==> config.mk <==
export PLATFORM = sky130hd
export DESIGN_NAME = mat_mult_seq
export DESIGN_NICKNAME = d
export VERILOG_FILES = /design/src/rtl/mat_pkg.sv /design/src/rtl/mat_mac.sv /design/src/rtl/mat_mult_seq.sv
export SDC_FILE = /design/constraint.sdc
export NUM_CORES = 2
export LEC_CHECK = 0
export CAP_MARGIN = 20
export CORE_ASPECT_RATIO = 0.6
export CORE_UTILIZATION = 34
export CTS_CLUSTER_SIZE = 30
export DETAILED_ROUTE_END_ITERATION = 8
export PLACE_DENSITY = 0.5
export SETUP_SLACK_MARGIN = 0.1
export SYNTH_ARGS = -nofsm -noshare
export SYNTH_HDL_FRONTEND = slang
export SYNTH_SLANG_ARGS = --single-unit
==> constraint.sdc <==
create_clock -name clk -period 24 [get_ports clk]
set_input_delay 3.6 -clock clk [delete_from_list [all_inputs] [get_ports clk]]
set_output_delay 3.6 -clock clk [all_outputs]
set_load 0.02 [all_outputs]
==> src/rtl/mat_pkg.sv <==
// Shared definitions for the sequential N x N matrix multiplier.
// Holds the matrix dimension, element width, derived counter widths,
// FSM state encodings, the element type and index helpers.
package mat_pkg;

  localparam int unsigned N          = 5;
  localparam int unsigned W          = 32;
  localparam int unsigned NN         = N * N;
  localparam int unsigned LOAD_WORDS = 2 * NN;
  localparam int unsigned IDX_W      = $clog2(LOAD_WORDS);
  localparam int unsigned CELL_W     = $clog2(NN);
  localparam int unsigned DIM_W      = (N > 1) ? $clog2(N) : 1;

  typedef logic signed [W-1:0] elem_t;

  localparam logic [1:0] ST_LOAD    = 2'd0;
  localparam logic [1:0] ST_COMPUTE = 2'd1;
  localparam logic [1:0] ST_DRAIN   = 2'd2;

  // Row-major flat index of element [row][col]
  function automatic logic [CELL_W-1:0] cell_idx(input logic [DIM_W-1:0] row,
                                                 input logic [DIM_W-1:0] col);
    return CELL_W'(row) * CELL_W'(N) + CELL_W'(col);
  endfunction

  // Identity-matrix element value at [row][col]
  function automatic elem_t ident_val(input logic [DIM_W-1:0] row,
                                      input logic [DIM_W-1:0] col);
    return (row == col) ? elem_t'(1) : elem_t'(0);
  endfunction

endpackage

==> src/rtl/mat_mac.sv <==
// W-bit multiply-accumulate with synchronous clear.
// Ports:
//   clk, rst_n  clock / synchronous active-low reset
//   i_en        accumulate this cycle
//   i_clr       with i_en: drop the accumulator to 0 instead of storing the sum
//   i_a, i_b    operands (two's complement, only low W bits of product kept)
//   o_sum_c     combinational acc + a*b, wrapped to W bits
module mat_mac
  import mat_pkg::*;
(
  input  logic         clk,
  input  logic         rst_n,
  input  logic         i_en,
  input  logic         i_clr,
  input  logic [W-1:0] i_a,
  input  logic [W-1:0] i_b,
  output logic [W-1:0] o_sum_c
);

  logic [W-1:0] r_acc;
  logic [W-1:0] w_prod;

  // Low W bits of a product are the same for signed and unsigned operands
  assign w_prod  = i_a * i_b;
  assign o_sum_c = r_acc + w_prod;

  always_ff @(posedge clk) begin
    if (!rst_n) begin
      r_acc <= '0;
    end else if (i_en) begin
      r_acc <= i_clr ? '0 : o_sum_c;
    end
  end

endmodule

==> src/rtl/mat_mult_seq.sv <==
// Sequential N x N integer matrix multiplier, C = A * B mod 2^W, one MAC per clock.
// Operands stream in word-serial (A row-major, then B row-major); C streams out row-major.
// Optional feature macro: MAT_IDENT_CHECK_EN (is_ident flags C == identity during DRAIN).
// Ports:
//   clk, rst_n               clock / synchronous active-low reset
//   in_valid/in_ready/in_data    operand input handshake
//   out_valid/out_ready/out_data product output handshake, out_last marks C[N-1][N-1]
//   busy                     high in COMPUTE and DRAIN
//   is_ident                 identity flag (tied 0 when the feature is not built)
module mat_mult_seq
  import mat_pkg::*;
(
  input  logic         clk,
  input  logic         rst_n,
  input  logic         in_valid,
  output logic         in_ready,
  input  logic [W-1:0] in_data,
  output logic         out_valid,
  input  logic         out_ready,
  output logic [W-1:0] out_data,
  output logic         out_last,
  output logic         busy,
  output logic         is_ident
);

  logic [1:0]        r_state;
  logic [1:0]        w_state_nxt;
  elem_t             r_a [NN];
  elem_t             r_b [NN];
  elem_t             r_c [NN];
  logic [IDX_W-1:0]  r_load_cnt;
  logic [DIM_W-1:0]  r_i, r_j, r_k;
  logic [CELL_W-1:0] r_out_cnt;

  logic              w_load_hs, w_last_load, w_load_b;
  logic [CELL_W-1:0] w_load_cell, w_c_cell, w_out_nxt;
  logic              w_mac_en, w_k_last, w_j_last, w_i_last, w_last_mac;
  logic              w_out_hs, w_last_out;
  logic [W-1:0]      w_sum;

  assign w_load_hs   = (r_state == ST_LOAD) && in_valid && in_ready;
  assign w_last_load = w_load_hs && (r_load_cnt == IDX_W'(LOAD_WORDS - 1));
  assign w_load_b    = (r_load_cnt >= IDX_W'(NN));
  assign w_load_cell = w_load_b ? CELL_W'(r_load_cnt - IDX_W'(NN)) : CELL_W'(r_load_cnt);

  assign w_mac_en   = (r_state == ST_COMPUTE);
  assign w_k_last   = (r_k == DIM_W'(N - 1));
  assign w_j_last   = (r_j == DIM_W'(N - 1));
  assign w_i_last   = (r_i == DIM_W'(N - 1));
  assign w_last_mac = w_mac_en && w_k_last && w_j_last && w_i_last;
  assign w_c_cell   = cell_idx(r_i, r_j);

  assign w_out_hs   = (r_state == ST_DRAIN) && out_valid && out_ready;
  assign w_last_out = w_out_hs && out_last;
  assign w_out_nxt  = r_out_cnt + CELL_W'(1);

  mat_mac u_mac (
    .clk     (clk),
    .rst_n   (rst_n),
    .i_en    (w_mac_en),
    .i_clr   (w_k_last),
    .i_a     (r_a[cell_idx(r_i, r_k)]),
    .i_b     (r_b[cell_idx(r_k, r_j)]),
    .o_sum_c (w_sum)
  );

  // State register
  always_ff @(posedge clk) begin
    if (!rst_n) r_state <= ST_LOAD;
    else        r_state <= w_state_nxt;
  end

  // Next-state logic
  always_comb begin
    w_state_nxt = r_state;
    case (r_state)
      ST_LOAD:    if (w_last_load) w_state_nxt = ST_COMPUTE;
      ST_COMPUTE: if (w_last_mac)  w_state_nxt = ST_DRAIN;
      ST_DRAIN:   if (w_last_out)  w_state_nxt = ST_LOAD;
      default:    w_state_nxt = ST_LOAD;
    endcase
  end

  // Operand and product storage; contents are simply overwritten by the next pass
  always_ff @(posedge clk) begin
    if (rst_n) begin
      if (w_load_hs) begin
        if (w_load_b) r_b[w_load_cell] <= in_data;
        else          r_a[w_load_cell] <= in_data;
      end
      if (w_mac_en && w_k_last) r_c[w_c_cell] <= w_sum;
    end
  end

  // Counters and registered handshake outputs
  always_ff @(posedge clk) begin
    if (!rst_n) begin
      in_ready   <= 1'b1;
      out_valid  <= 1'b0;
      out_last   <= 1'b0;
      busy       <= 1'b0;
      out_data   <= '0;
      r_load_cnt <= '0;
      r_i        <= '0;
      r_j        <= '0;
      r_k        <= '0;
      r_out_cnt  <= '0;
    end else begin
      case (r_state)
        ST_LOAD: begin
          if (w_last_load) begin
            r_load_cnt <= '0;
            in_ready   <= 1'b0;
            busy       <= 1'b1;
          end else if (w_load_hs) begin
            r_load_cnt <= r_load_cnt + IDX_W'(1);
          end
        end
        ST_COMPUTE: begin
          // k innermost, then j, then i
          if (!w_k_last) begin
            r_k <= r_k + DIM_W'(1);
          end else begin
            r_k <= '0;
            if (!w_j_last) begin
              r_j <= r_j + DIM_W'(1);
            end else begin
              r_j <= '0;
              if (!w_i_last) begin
                r_i <= r_i + DIM_W'(1);
              end else begin
                r_i       <= '0;
                r_out_cnt <= '0;
                out_valid <= 1'b1;
                // A 1x1 product is being written on this very edge
                out_data  <= (NN == 1) ? w_sum : r_c[0];
                out_last  <= (NN == 1);
              end
            end
          end
        end
        ST_DRAIN: begin
          if (w_last_out) begin
            out_valid <= 1'b0;
            out_last  <= 1'b0;
            busy      <= 1'b0;
            in_ready  <= 1'b1;
            r_out_cnt <= '0;
          end else if (w_out_hs) begin
            r_out_cnt <= w_out_nxt;
            out_data  <= r_c[w_out_nxt];
            out_last  <= (w_out_nxt == CELL_W'(NN - 1));
          end
        end
        default: ;
      endcase
    end
  end

`ifdef MAT_IDENT_CHECK_EN
  logic r_ident_ok;
  logic w_c_match;

  assign w_c_match = (w_sum == ident_val(r_i, r_j));

  // Running identity check over every C write of the current pass
  always_ff @(posedge clk) begin
    if (!rst_n) begin
      r_ident_ok <= 1'b0;
      is_ident   <= 1'b0;
    end else begin
      if (w_last_load)                r_ident_ok <= 1'b1;
      else if (w_mac_en && w_k_last)  r_ident_ok <= r_ident_ok & w_c_match;
      if (w_last_mac)                 is_ident   <= r_ident_ok & w_c_match;
      else if (w_last_out)            is_ident   <= 1'b0;
    end
  end
`else
  assign is_ident = 1'b0;
`endif

endmodule
== Yosys cells after proc, flatten, opt, wreduce, memory -nomap -nowiden ==
Memories as Yosys holds them, arrays and structs flattened.
Index checks and enable logic that the tools add are counted.

* Register bits after elaboration: 90
* RAM bits: 2400
* Input port bits: 36
* Output and inout bits: 37
* Word-level logic and storage cells: 116
* Memories: 3

* $add $sub $neg: 10
* Multiply operators: 3
* $lt $le $gt $ge: 1
* Eq/ne operators: 16
* Mux-type cells: 50
* Reductions and logical operators: 21

{| class="wikitable"
|+ Memories
! name !! depth !! bits a word !! read ports !! clocked after Yosys merged registers in !! wr ports !! RTL line !! RTL
|-
| r_a || 25 || 32 || 1 || 0 || 1 || mat_mult_seq.sv:28 || <nowiki>elem_t r_a [NN];</nowiki>
|-
| r_b || 25 || 32 || 1 || 0 || 1 || mat_mult_seq.sv:29 || <nowiki>elem_t r_b [NN];</nowiki>
|-
| r_c || 25 || 32 || 2 || 0 || 1 || mat_mult_seq.sv:30 || <nowiki>elem_t r_c [NN];</nowiki>
|}

{| class="wikitable"
|+ Operators with widths
! kind !! number
|-
| $mux 32 || 6
|-
| $pmux 32 s2 || 1
|-
| $add 32x32->32 || 1
|-
| $mul 32x32->32 || 1
|-
| $mux 5 || 6
|-
| $mux 1 || 23
|-
| $add 5x3->5 || 3
|-
| $mux 6 || 2
|-
| $mul 3x3->5 const B || 2
|-
| $pmux 5 s2 || 1
|-
| $reduce_and 5->1 || 2
|-
| $add 3x1->3 const B || 3
|-
| $eq 3x3->1 const B || 3
|-
| $logic_and 1x1->1 || 9
|-
| $mux 3 || 3
|-
| $reduce_and 3->1 || 3
|-
| $ne 2x1->1 const B || 4
|-
| $ne 2x2->1 const B || 4
|-
| $pmux 1 s2 || 4
|-
| $add 6x1->6 const B || 1
|-
| $eq 6x6->1 const B || 1
|-
| $ge 6x5->1 const B || 1
|-
| $mux 2 || 3
|-
| $pmux 2 s3 || 1
|-
| 10 further kinds || 13
|}

== Depth between registers and ports, before layout ==
* Depth after elaboration: 6
* Gate-level depth with buffers: 42
* Depth with buffers taken out: 37

== Cells and area by module ==
A second synthesis with hierarchy kept.

* Cell total of the unflattened synthesis: 6477
* Area total of the unflattened synthesis: 113034.7 sq um

{| class="wikitable"
|+ By module, submodules not included
! module !! instances !! cells each !! area each (sq um)
|-
| mat_mult_seq || 1 || 4503 || 95078.7
|-
| mat_mac || 1 || 1974 || 17956.0
|}

== Worst setup path before layout ==
OpenSTA, ideal clock, no wires.

* Kind: register to register
* From: register r_k[2]
* To: memory r_c[0][30] (netlist bit) (data pin)
* Setup time: 348 ps
* Arrival time: 9925 ps
* Required time: 23652 ps
* Path slack: 13728 ps
* Stages on the path, launching flop included: 38
* Buffers on the path: 4
* Cells stage by stage: dfxtp_1 -> ha_1 -> ha_1 -> fa_1 -> xor2_1 -> buf_2 -> buf_2 -> mux4_2 -> a21oi_1 -> clkbuf_1 -> clkbuf_1 -> nor2_1 -> fa_1 -> inv_1 -> fa_1 -> inv_1 -> fa_1 -> inv_1 -> [2 not listed] -> fa_1 -> inv_1 -> fa_1 -> inv_1 -> fa_1 -> inv_1 -> fa_1 -> inv_1 -> ha_1 -> nand3_1 -> nor2_1 -> nand2_1 -> o31a_1 -> o211ai_1 -> and2_1 -> nand2_1 -> o21a_1 -> xnor2_1

* Word-level cells in the longest chain between the ends: 5

{| class="wikitable"
|+ RTL lines
! item !! RTL line !! RTL
|-
| from (decl) || mat_mult_seq.sv:32 || <nowiki>logic [DIM_W-1:0] r_i, r_j, r_k;</nowiki>
|-
| from (signal assigned) || mat_mult_seq.sv:122 || <nowiki>r_k <= r_k + DIM_W'(1);</nowiki>
|-
| $mul 3x3->5 || mat_pkg.sv:23 || <nowiki>return CELL_W'(row) * CELL_W'(N) + CELL_W'(col);</nowiki>
|-
| $add 5x3->5 || mat_pkg.sv:23 ||
|-
| $mem_v2 25x32 || - ||
|-
| $mul 32x32->32 * || mat_mac.sv:24 || <nowiki>assign w_prod = i_a * i_b;</nowiki>
|-
| $add 32x32->32 * || mat_mac.sv:25 || <nowiki>assign o_sum_c = r_acc + w_prod;</nowiki>
|-
| net u_mac.o_sum_c[30] || mat_mac.sv:17 || <nowiki>output logic [W-1:0] o_sum_c</nowiki>
|-
| to (decl) || mat_mult_seq.sv:30 ||
|}

Mark *: on every way through the listed nets, which the timed path passes. The rest lies on a longest branch.

== Worst setup path after layout ==
* From: register r_i[1]
* To: memory r_c[2][30] (netlist bit) (data pin)

* Word-level cells in the longest chain between the ends: 5

{| class="wikitable"
|+ RTL lines
! item !! RTL line !! RTL
|-
| from (decl) || mat_mult_seq.sv:32 ||
|-
| from (signal assigned) || mat_mult_seq.sv:130 || <nowiki>r_i <= r_i + DIM_W'(1);</nowiki>
|-
| $mul 3x3->5 || mat_pkg.sv:23 ||
|-
| $add 5x3->5 || mat_pkg.sv:23 ||
|-
| $mem_v2 25x32 || - ||
|-
| $mul 32x32->32 || mat_mac.sv:24 ||
|-
| $add 32x32->32 || mat_mac.sv:25 ||
|-
| net u_mac.o_sum_c[30] || mat_mac.sv:17 ||
|}

The timed path passes the listed nets, and every way through them passes these cells.

==> impl_metrics.csv <==
group,metric,value,unit
run_status,status,"complete, no violations",
route,firstDrtPassIters,6,
timing,fmax,73.8,MHz
place,portBuffers,71,
clock_network,cts_tree,"done",
worst_setup_path,max_stage_delay,1.32,ns
route,viasPerCell,5.32,
synthesis,synth_cells,6273,
clock_network,cts_inserted_buffers,239,
pwr,power_density,148,mW/mm²
synthesis,ys_async_sr_fraction,0,%
timing,setup_viol,0,
clock_network,hold_buffers,0,
die,core_area,0.329,mm²
route,drc,0,
worst_setup_path,arrival,14.04,ns
min_path,hold_start,"u_mac.r_acc[30]$_SDFFE_PN0P_",
place,gp_congestion,0.792,
die,die-area,0.333,mm²
cells_and_area,syn2layout_area_growth,13.6,%
cells_and_area,layout_common_cells,"edfxtp_1, mux4_2, inv_1",
clock_network,ctsResizeCount,0,
timing,finalHoldViolCount,0,
grt,grt_pass1_wl,456000,µm
timing,setup_slack,10.44,ns
route,vias,58813,
route,avgRoutedWirePerCell,28.9,µm
worst_setup_path,path_common_cell,"fa_1",
worst_setup_path,startpoint_type,"register",
worst_setup_path,cp.required,24.48,ns
worst_setup_path,r2r-end,"r_c[2][30]$_DFFE_PP_",
place,pre_cts_slack,10.67,ns
place,hpwl,193000,µm
clock_network,htreeDepth,4,
run,cap_violations,0,
timing,drv_slew,0,
timing,rsz0062_at_grt,"false",
cells_and_area,drive_above_1_share,24.2,%
die,start_util,34.2,%
synthesis,syn_nets,6901,
timing,fin_crit_sh,56.5,%
synthesis,yosys_warnings,0,
synthesis,synth.avg_cell_area,17.9,µm²
die,die-width,745,µm
timing,finalCriticalPeriod,13.56,ns
die,io_pins,73,
route,routed_wl,320000,µm
timing,max_slew_margin,22.6,%
clock_network,clock_latency,0.99,ns
synthesis,synth-edff-count,2400,
clock_network,cts_setup_buffers,0,
clock_network,cts_root_buffer,"clkbuf_16",
cells_and_area,fin_nets,7108,
synthesis,yosysSeqAreaShare,65.7,%
worst_setup_path,critical_path.endpoint_type,"register",
route,ant_nets,0,
grt,grt_use_total,19.1,%
pwr,power_leakage,41.8,nW
min_path,hold_path_end,"u_mac.r_acc[30]$_SDFFE_PN0P_",
die,rows,163,
timing,worst_slew_pin_slew,1.16,ns
timing,setup_tns,0,ns
worst_setup_path,path_max_fanout,40,
worst_setup_path,timing.rr.start,"r_i[1]$_SDFFE_PN0P_",
synthesis,synth-seq-cells,2490,
min_path,holdPathStages,2,
timing,skew,0.172,ns
clock_network,cts.path.max_buffers,4,
grt,grt_pass1_vias,60162,
cells_and_area,layout_commonest_cell,"edfxtp_1",
worst_setup_path,crit_slowest_cell,"fa_4",
die,die_h,448,µm
cells_and_area,utilization,38.9,%
worst_setup_path,crit_type,"register to register",
pwr,power,19.0,mW
min_path,min_path_type,"register to register",
grt,antenna_found_initial,17,
clock_network,clkTransAtPathRegs,0.07,ns
synthesis,synthFlopType,"edfxtp_1",
synthesis,synth.distinct_cells,71,
route,drt_iter0_markers,6296,
pwr,ir_drop,0.671,mV
worst_setup_path,r2r_cells,34,
grt,grt_max_degree,110,
timing,hold_slack,0.512,ns
synthesis,syn_area,0.113,mm²
clock_network,cts.sinks,2490,
grt,grt_overflow_total,0,
worst_setup_path,ff2ff_setup_slack,10.44,ns
## state kept, by name (all words and copies together) (netlist names)
name / flops
r_load_cnt: 6
out_last: 1
r_a: 800
r_state: 2
out_data: 32
u_mac.r_acc: 32
r_c: 800
r_j: 3
r_k: 3
r_i: 3
r_b: 800
out_valid: 1
r_out_cnt: 5
busy: 1
in_ready: 1
## worst max path at each step
stage	slack, ns	startpoint	end	cells past startpoint
floorplan	13.73	r_k[2]$_SDFFE_PN0P_	r_c[0][30]$_DFFE_PP_	37
global placement	10.87	r_i[1]$_SDFFE_PN0P_	r_c[16][30]$_DFFE_PP_	34
detailed placement	10.67	r_i[1]$_SDFFE_PN0P_	r_c[21][30]$_DFFE_PP_	34
CTS	10.47	r_i[1]$_SDFFE_PN0P_	r_c[2][30]$_DFFE_PP_	34
global route	9.83	r_i[1]$_SDFFE_PN0P_	r_c[2][30]$_DFFE_PP_	34
finish	10.44	r_i[1]$_SDFFE_PN0P_	r_c[2][30]$_DFFE_PP_	34
## critical path, delay by kind of cell (launching register included)
family	cells	cell delay, ns
XOR/XNOR	1	0.38
adder cells (fa/ha/maj)	10	5.22
buffers and inverters	7	2.62
flip-flops	1	0.49
AND/OR/NAND/NOR	4	0.73
AO/OA/AOI/OAI	10	2.83
multiplexers	2	0.54
## Yosys cell counts (all sizes together), types with 3 or more instances
cell / instances / share of area (%)
a211oi: 102 / 0.69
a21boi: 4 / 0.027
a21o: 15 / 0.10
a21oi: 154 / 0.70
a221oi: 14 / 0.11
a222oi: 4 / 0.036
a22oi: 33 / 0.22
a311oi: 7 / 0.054
a31oi: 10 / 0.056
a32oi: 3 / 0.023
and2: 14 / 0.078
and3: 12 / 0.067
buf: 134 / 0.77
clkbuf: 190 / 0.63
dfxtp: 90 / 1.6
edfxtp: 2400 / 64
fa: 441 / 7.8
ha: 151 / 1.7
inv: 502 / 1.7
mux2: 13 / 0.13
mux2i: 100 / 0.89
mux4: 641 / 13
nand2: 142 / 0.48
nand2b: 30 / 0.17
nand3: 54 / 0.24
nand3b: 4 / 0.027
nand4: 3 / 0.017
nor2: 488 / 1.6
nor2b: 87 / 0.48
nor3: 16 / 0.076
o211ai: 5 / 0.033
o21a: 8 / 0.053
o21ai: 52 / 0.23
o21bai: 5 / 0.033
or2: 203 / 1.1
xnor2: 89 / 0.71
xor2: 24 / 0.19
## stage by stage
stage          instance area (µm²)  cells
2_1_floorplan               113000   6273
3_3_place_gp                120000  10593
3_5_place_dp                120000  10596
4_1_cts                     128000  11034
5_1_grt                     128000  11049
6_report                    128000  11050
## final cells by class
cell class	count	area, µm²
Multi-Input combinational cell	2957	36400
Tap cell	4372	5470
Fill cell	29715	201000
Sequential cell	2490	73900
Antenna cell	1	2.50
Timing Repair Buffer	290	2410
Inverter	502	1880
Clock inverter	154	1460
Clock buffer	284	6290
## cell families after synthesis
| group | count (synthesis) | share of synthesized area (%) |
|---|---|---|
| and+or+nand+nor | 1064 | 4.46 |
| adders and majority gates | 592 | 9.53 |
| other | 1 | 0.00333 |
| AOI/OAI and AO/OA | 431 | 2.48 |
| xor gates and xnor gates | 115 | 0.940 |
| DFF | 2490 | 65.7 |
| buffers and inverters | 826 | 3.08 |
| muxes | 754 | 13.9 |
## power by group
| part | switching [mW] | internal [mW] | leakage, nW | total (mW) |
|---|---|---|---|---|
| clock | 1.67 | 2.15 | 3.83 | 3.81 |
| combinational | 4.93 | 2.09 | 15.6 | 7.01 |
| sequential | 0.00195 | 8.12 | 22.3 | 8.13 |
| total | 6.60 | 12.4 | 41.8 | 19.0 |
## per-layer routing
metal	share of wire, %	vias to the layer above	wire length (µm)	GRT usage [%]
met5	0.0025	-	8	0
met4	1.5	2	4740	3.08
met2	41	2083	131000	26.5
met3	7.1	323	22600	3.08
li1	-	24134	-	-
met1	50	32271	161000	31.6
Note: power is estimated with default switching activity, not from simulation.
